[config.mk]
export PLATFORM = sky130hd
export DESIGN_NAME = pb_bus_master
export DESIGN_NICKNAME = d
export VERILOG_FILES = /design/src/rtl/pb_bus_pkg.sv /design/src/rtl/pb_irq_sync.sv /design/src/rtl/pb_bus_master.sv
export SDC_FILE = /design/constraint.sdc
export NUM_CORES = 1
export LEC_CHECK = 0
export ABC_CLOCK_PERIOD_IN_PS = 1800
export BUFFER_PORTS_ARGS = -buffer_cell sky130_fd_sc_hd__buf_2
export CORE_MARGIN = 3
export CORE_UTILIZATION = 46
export CTS_CLUSTER_SIZE = 10
export DETAILED_ROUTE_END_ITERATION = 16
export PLACE_DENSITY = 0.79
export SLEW_MARGIN = 20
export SYNTH_ARGS = -nofsm -noshare
export SYNTH_HDL_FRONTEND = slang
export SYNTH_SLANG_ARGS = --single-unit
export TNS_END_PERCENT = 1
[constraint.sdc]
create_clock -name clk -period 1.8 [get_ports clk]
set_input_delay 0.36 -clock clk [delete_from_list [all_inputs] [get_ports clk]]
set_output_delay 0.36 -clock clk [all_outputs]
set_load 0.05 [all_outputs]
[src/rtl/pb_bus_pkg.sv]
// Shared definitions for the Picoblaze-style port bus master: FSM state encoding and data width.
package pb_bus_pkg;

    localparam int PB_DATA_W      = 8;
    localparam int PB_SETUP_CNT_W = 4;

    typedef enum logic [1:0] {
        IDLE   = 2'd0,
        SETUP  = 2'd1,
        STROBE = 2'd2,
        RESP   = 2'd3
    } pb_state_e;

endpackage

[src/rtl/pb_irq_sync.sv]
// Interrupt synchronizer (2 flops) plus rising-edge latch for pb_bus_master.
// Only instantiated when PB_BUS_MASTER_IRQ_EN is defined.
module pb_irq_sync (
    input  logic clk,
    input  logic reset,
    input  logic interrupt,
    input  logic irq_clear,
    output logic irq_pending
);

    logic sync1_q, sync1_d;
    logic sync2_q, sync2_d;
    logic hist_q,  hist_d;
    logic pending_q, pending_d;
    logic rise;

    always_comb begin
        sync1_d   = interrupt;
        sync2_d   = sync1_q;
        hist_d    = sync2_q;
        rise      = sync2_q & ~hist_q;
        pending_d = pending_q;
        // A fresh edge wins over a clear arriving in the same cycle.
        if (rise) begin
            pending_d = 1'b1;
        end else if (irq_clear) begin
            pending_d = 1'b0;
        end
    end

    always_ff @(posedge clk or negedge reset) begin
        if (!reset) begin
            sync1_q   <= 1'b0;
            sync2_q   <= 1'b0;
            hist_q    <= 1'b0;
            pending_q <= 1'b0;
        end else begin
            sync1_q   <= sync1_d;
            sync2_q   <= sync2_d;
            hist_q    <= hist_d;
            pending_q <= pending_d;
        end
    end

    assign irq_pending = pending_q;

endmodule

[src/rtl/pb_bus_master.sv]
// Command/response front end driving a Picoblaze-style port bus (port_id/out_port/strobes).
// Optional interrupt latch enabled by defining PB_BUS_MASTER_IRQ_EN.
module pb_bus_master
    import pb_bus_pkg::*;
#(
    parameter int SETUP_CYCLES = 1
) (
    input  logic                 clk,
    input  logic                 reset,
    input  logic                 cmd_valid,
    output logic                 cmd_ready,
    input  logic                 cmd_write,
    input  logic [PB_DATA_W-1:0] cmd_addr,
    input  logic [PB_DATA_W-1:0] cmd_wdata,
    output logic                 rsp_valid,
    input  logic                 rsp_ready,
    output logic [PB_DATA_W-1:0] rsp_data,
    output logic [PB_DATA_W-1:0] port_id,
    output logic [PB_DATA_W-1:0] out_port,
    input  logic [PB_DATA_W-1:0] in_port,
    output logic                 write_strobe,
    output logic                 read_strobe,
    input  logic                 interrupt,
    output logic                 irq_pending,
    input  logic                 irq_clear
);

    generate
        if (SETUP_CYCLES < 1 || SETUP_CYCLES > 15) begin : g_bad_setup
            $error("pb_bus_master: SETUP_CYCLES must be in 1..15");
        end
    endgenerate

    localparam logic [PB_SETUP_CNT_W-1:0] SETUP_LAST = PB_SETUP_CNT_W'(SETUP_CYCLES);

    pb_state_e                 state_q, state_d;
    logic [PB_SETUP_CNT_W-1:0] cnt_q, cnt_d;
    logic                      dir_q, dir_d;
    logic [PB_DATA_W-1:0]      port_id_q, port_id_d;
    logic [PB_DATA_W-1:0]      out_port_q, out_port_d;
    logic [PB_DATA_W-1:0]      rsp_data_q, rsp_data_d;

    always_comb begin
        state_d      = state_q;
        cnt_d        = cnt_q;
        dir_d        = dir_q;
        port_id_d    = port_id_q;
        out_port_d   = out_port_q;
        rsp_data_d   = rsp_data_q;
        cmd_ready    = 1'b0;
        rsp_valid    = 1'b0;
        write_strobe = 1'b0;
        read_strobe  = 1'b0;

        case (state_q)
            IDLE: begin
                cmd_ready = 1'b1;
                if (cmd_valid) begin
                    state_d    = SETUP;
                    cnt_d      = PB_SETUP_CNT_W'(1);
                    dir_d      = cmd_write;
                    port_id_d  = cmd_addr;
                    out_port_d = cmd_wdata;
                end
            end
            SETUP: begin
                // Counter starts at 1 and stops at SETUP_LAST, so it never wraps.
                if (cnt_q == SETUP_LAST) begin
                    state_d = STROBE;
                end else begin
                    cnt_d = cnt_q + PB_SETUP_CNT_W'(1);
                end
            end
            STROBE: begin
                write_strobe = dir_q;
                read_strobe  = ~dir_q;
                if (dir_q) begin
                    state_d = IDLE;
                end else begin
                    rsp_data_d = in_port;
                    state_d    = RESP;
                end
            end
            RESP: begin
                rsp_valid = 1'b1;
                if (rsp_ready) begin
                    state_d = IDLE;
                end
            end
            default: begin
                state_d = IDLE;
            end
        endcase
    end

    always_ff @(posedge clk or negedge reset) begin
        if (!reset) begin
            state_q    <= IDLE;
            cnt_q      <= '0;
            dir_q      <= 1'b0;
            port_id_q  <= '0;
            out_port_q <= '0;
            rsp_data_q <= '0;
        end else begin
            state_q    <= state_d;
            cnt_q      <= cnt_d;
            dir_q      <= dir_d;
            port_id_q  <= port_id_d;
            out_port_q <= out_port_d;
            rsp_data_q <= rsp_data_d;
        end
    end

    assign port_id  = port_id_q;
    assign out_port = out_port_q;
    assign rsp_data = rsp_data_q;

`ifdef PB_BUS_MASTER_IRQ_EN
    pb_irq_sync u_irq_sync (
        .clk         (clk),
        .reset       (reset),
        .interrupt   (interrupt),
        .irq_clear   (irq_clear),
        .irq_pending (irq_pending)
    );
`else
    logic unused_irq;
    assign unused_irq  = interrupt ^ irq_clear;
    assign irq_pending = 1'b0;
`endif

endmodule

==> results.toml, run 1 <==
[route]
route.detailed.drc = 0
firstDrtPassIters = 4
drt_iter0_drc = 23
num_vias = 912
viasPerCell = 5.07
detail-route-antenna-nets = 0
wl_mm = 2.43
wl_per_cell_um = 13.5

[finish]
nets = 184
stdcell_count = 180
syn_to_final_growth_pct = 24.5
diodes = 0
n_fill_cell = 207
layout_common_cells = "buf_2 (55), dfrtp_1 (31), mux2_2 (23)"
drive_above_1_share_pct = 59.3
final_common_cell = "buf_2"

[logic_synthesis]
yosys-top-cells-area = "dfrtp_1 (59%), mux2_2 (20%), buf_6 (3.4%)"
yosysTopAreaCellShare_pct = 58.7
syn_avg_cell_area_um2 = 14.5
synth_edf_count = 0
ys_seq_area_share_pct = 58.7
syn_inst = 91
synthArstFlopShare_pct = 100
synth.ff_latch_count = 31
synth_nets = 124
yosys_warnings = 0
ys_types = 24
yosys.area.top_type = "dfrtp_1"
ys.flop_type = "dfrtp_1"
netlist_area_um2 = 1320

[global_route]
grt_use_total_pct = 15.7
antenna_found_initial = 0
grt_overflow_total = 0
grt_start_max_net_pins = 32
first_global_vias = 913
grt_pass1_wl_mm = 4.09

[setup_path]
r2r_cells = 3
end_kind = "output port"
criticalPathCategory = "register to output port"
startpoint_type = "register"
regToRegStartpoint = "state_q[0]"
arrival_ns = 1.34
rr_endpoint = "port_id[3]"
cp_max_fo = 11
worstPathRequired_ns = 1.44
r2r_setup_slack_ns = 0.33

[floorplan]
io-pin-count = 60
die-height_um = 59.6
rows = 18
die_area_um2 = 3550
die_w_um = 59.6
coreArea_um2 = 2610
initial_core_util_pct = 50.6

[place]
gp_congestion = 0.596
place_inst = 174
dp_hpwl_mm = 1.91
dpl_worst_slack_ns = 0.340
port_buffers = 56

[timing]
worstMarginPinSlew_ns = 0.647
fin_tns_setup_ns = 0
finClkSkew_ns = 0.00281
holdWs_ns = 0.0650
hold_viol = 0
max_slew_margin_pct = 56.9
rsz0062_at_grt = "false"
fin_crit_sh_pct = 94.4
setup_slack_ns = 0.0999
fmax_mhz = 588
fin_crit_ns = 1.70
setup_viol = 0
slew_viol_final = 0

[status]
outcome = "finished, final reports clean"

[clocking]
cts_made_buffers = 5
cts_tree = "done"
cts.sinks = 31
cts.clk_slew.worst_paths_ns = 0.08
cts_max_level = 2
cts_setup_buffers = 0
clock_latency_ns = 0.31
cts_max_path_buffers = 2
clockRootBuffer = "clkbuf_4"

[hold_path]
hold_path.class = "input pin to async pin"

[flow_run]
maxCapViolCount = 0
-- routing by layer --
layer | vias to the layer above | wire (um) | global-route usage (%)
met3 | 2 | 158 | 5.88
met1 | 443 | 956 | 19.9
li1 | 434 | - | -
met2 | 33 | 1290 | 25.4
met4 | 0 | 21 | 3.80
met5 | - | 0 | 0
-- critical path, stage by stage, from the launching register on --
cell,delay (ns)
dfrtp_1,0.51
nor3b_2,0.25
clkbuf_4,0.27
-- per-stage QoR --
stage | util (%) | area (um^2)
3_5_place_dp | 61.4 | 1600
2_1_floorplan | - | 1320
5_1_grt | 63.0 | 1650
4_1_cts | 62.9 | 1640
6_report | 63.0 | 1650
3_3_place_gp | 61.4 | 1600
-- worst max path at each step --
| stage | depth (start not counted) | slack, ns | startpoint | end |
|---|---|---|---|---|
| 3_5_place_dp | 3 | 0.34 | state_q[0] | out_port[1] |
| 5_1_grt | 2 | 0.02 | state_q[0] | read_strobe |
| 4_1_cts | 2 | 0.06 | state_q[0] | read_strobe |
| 3_3_place_gp | 3 | 0.37 | state_q[0] | out_port[6] |
| 6_report | 2 | 0.1 | state_q[0] | read_strobe |
| 2_1_floorplan | 2 | 0.29 | state_q[0] | cmd_ready |
-- cell families (layout without fill, tap and decap cells) --
group | count (synthesis) | in the layout | synth area share, %
multiplexers | 28 | 28 | 23.6
AND/OR/NAND/NOR | 15 | 15 | 6.91
flip-flops | 31 | 31 | 58.7
buffers and inverters | 7 | 66 | 4.54
adder cells (fa/ha/maj) | 2 | 2 | 1.89
AO/OA/AOI/OAI | 7 | 7 | 4.16
other | 1 | 1 | 0.284
-- Yosys cell counts (2+ instances only) --
cell,count
buf_6,4
dfrtp_1,31
ha_1,2
inv_1,2
mux2_1,2
mux2_2,23
mux2i_1,3
nand2_1,2
nand2b_1,2
nand3_1,2
nor2_1,4
nor3b_2,2
-- layout make-up --
cell class                      instances  area, um^2  area share (%)
Timing Repair Buffer                   58         298            18.1
Tap cell                               30        37.5            2.28
Inverter                                2        7.51           0.456
Multi-Input combinational cell         53         487            29.6
Sequential cell                        31         776            47.1
Clock buffer                            6        41.3            2.51
-- state kept, by name, summed over array words and instances (netlist names) --
name	cells
rsp_data	8
out_port	8
port_id	8
dir_q	1
cnt_q	4
state_q	2
-- what timing repair did --
action,in CTS,in global routing
setup endpoints to repair,0,1
hold buffers,0,0
gates resized for setup,0,1
Power of run 1 is left out: the tool's default activity adds up to more than one toggle a clock period on the data nets, which glitch-free logic cannot reach.
==> inputs of run 2 (changes only) <==
Settings changed: ABC_CLOCK_PERIOD_IN_PS 1800 to default, CTS_BUF_LIST from default to sky130_fd_sc_hd__clkbuf_16, SKIP_CTS_REPAIR_TIMING from default to 1.
==> results.toml, run 2 (synthesis results as in run 1) <==
[flow_run]
maxCapViolCount = 0

[floorplan]
coreArea_um2 = 2610
die_area_um2 = 3550
die_w_um = 59.6
initial_core_util_pct = 50.6
io-pin-count = 60
die-height_um = 59.6
rows = 18

[clocking]
cts_max_path_buffers = 2
cts.clk_slew.worst_paths_ns = 0.05
clock_latency_ns = 0.27
cts_max_level = 2
cts.sinks = 31
cts_tree = "done"
cts_made_buffers = 5
clockRootBuffer = "clkbuf_16"

[finish]
drive_above_1_share_pct = 59.3
multi_input_area_um2 = 487
nets = 184
diodes = 0
layout_common_cells = "buf_2 (56), dfrtp_1 (31), mux2_2 (23)"
seqCellArea_um2 = 776
final_common_cell = "buf_2"
stdcell_count = 180
n_fill_cell = 190
syn_to_final_growth_pct = 30.9

[timing]
fin_tns_setup_ns = 0
setup_viol = 0
slew_viol_final = 0
hold_viol = 0
finClkSkew_ns = 0.00232
max_slew_margin_pct = 56.3
worstMarginPinSlew_ns = 0.656
rsz0062_at_grt = "false"
fin_crit_sh_pct = 93.0
fin_crit_ns = 1.67
fmax_mhz = 597

[route]
viasPerCell = 5.07
detail-route-antenna-nets = 0
drt_iter0_drc = 19
route.detailed.drc = 0
wl_mm = 2.57
num_vias = 912
firstDrtPassIters = 4
wl_per_cell_um = 14.3

[setup_path]
startpoint_type = "register"
cp_max_fo = 11
arrival_ns = 1.31
worstPathRequired_ns = 1.44
end_kind = "output port"
criticalPathCategory = "register to output port"

[status]
outcome = "finished, final reports clean"

[global_route]
first_global_vias = 939
grt_use_total_pct = 17.1
antenna_found_initial = 0
grt_start_max_net_pins = 32
grt_overflow_total = 0
grt_pass1_wl_mm = 4.28

[hold_path]
hold_path.class = "input pin to async pin"

[place]
gp_congestion = 0.596
dp_hpwl_mm = 1.91
port_buffers = 56
place_inst = 174
[run 2: worst paths after layout]
path / startpoint / to / slack (ns) / depth (start not counted)
setup / recovery: state_q[0] / read_strobe / 0.13 / 2
hold / removal: reset / out_port[0] / 0.12 / 1
setup reg to reg: state_q[0] / out_port[6] / 0.33 / 3
hold reg to reg: port_id[6] / port_id[6] / 0.48 / 1
max in group asynchronous: reset / rsp_data[3] / 1.26 / 1
min in group clk: cmd_addr[6] / port_id[6] / 0.31 / 2
[run 2: layer usage]
layer	vias to the layer above	routed length (um)	GRT usage (%)
li1	438	-	-
met1	440	1000	20.9
met2	29	1350	26.2
met3	5	157	5.88
met4	0	60	9.49
met5	-	0	0
[run 2: through the flow]
stage | util [%] | hold slack (ns) | area, um^2 | worst slack [ns]
after floorplan | - | 0.0644 | 1320 | 0.289
after global placement | 61.4 | 0.414 | 1600 | 0.367
after detailed placement | 61.4 | 0.430 | 1600 | 0.340
after CTS | 66.3 | 0.142 | 1730 | 0.122
after global routing | 66.3 | 0.170 | 1730 | 0.0552
final | 66.3 | 0.122 | 1730 | 0.125
[run 2: final cells by class]
| cell class | count | share of cell area (%) |
|---|---|---|
| Tap cell | 30 | 2.17 |
| Clock buffer | 5 | 7.23 |
| Inverter | 2 | 0.434 |
| Multi-Input combinational cell | 53 | 28.1 |
| Clock inverter | 1 | 0.217 |
| Sequential cell | 31 | 44.8 |
| Timing Repair Buffer | 58 | 17.1 |
[run 2: critical path: stages, from the launching register on]
cell and delay [ns]:
dfrtp_1 0.50, nor3b_2 0.25, buf_2 0.30
Power of run 2 is left out for the same reason.
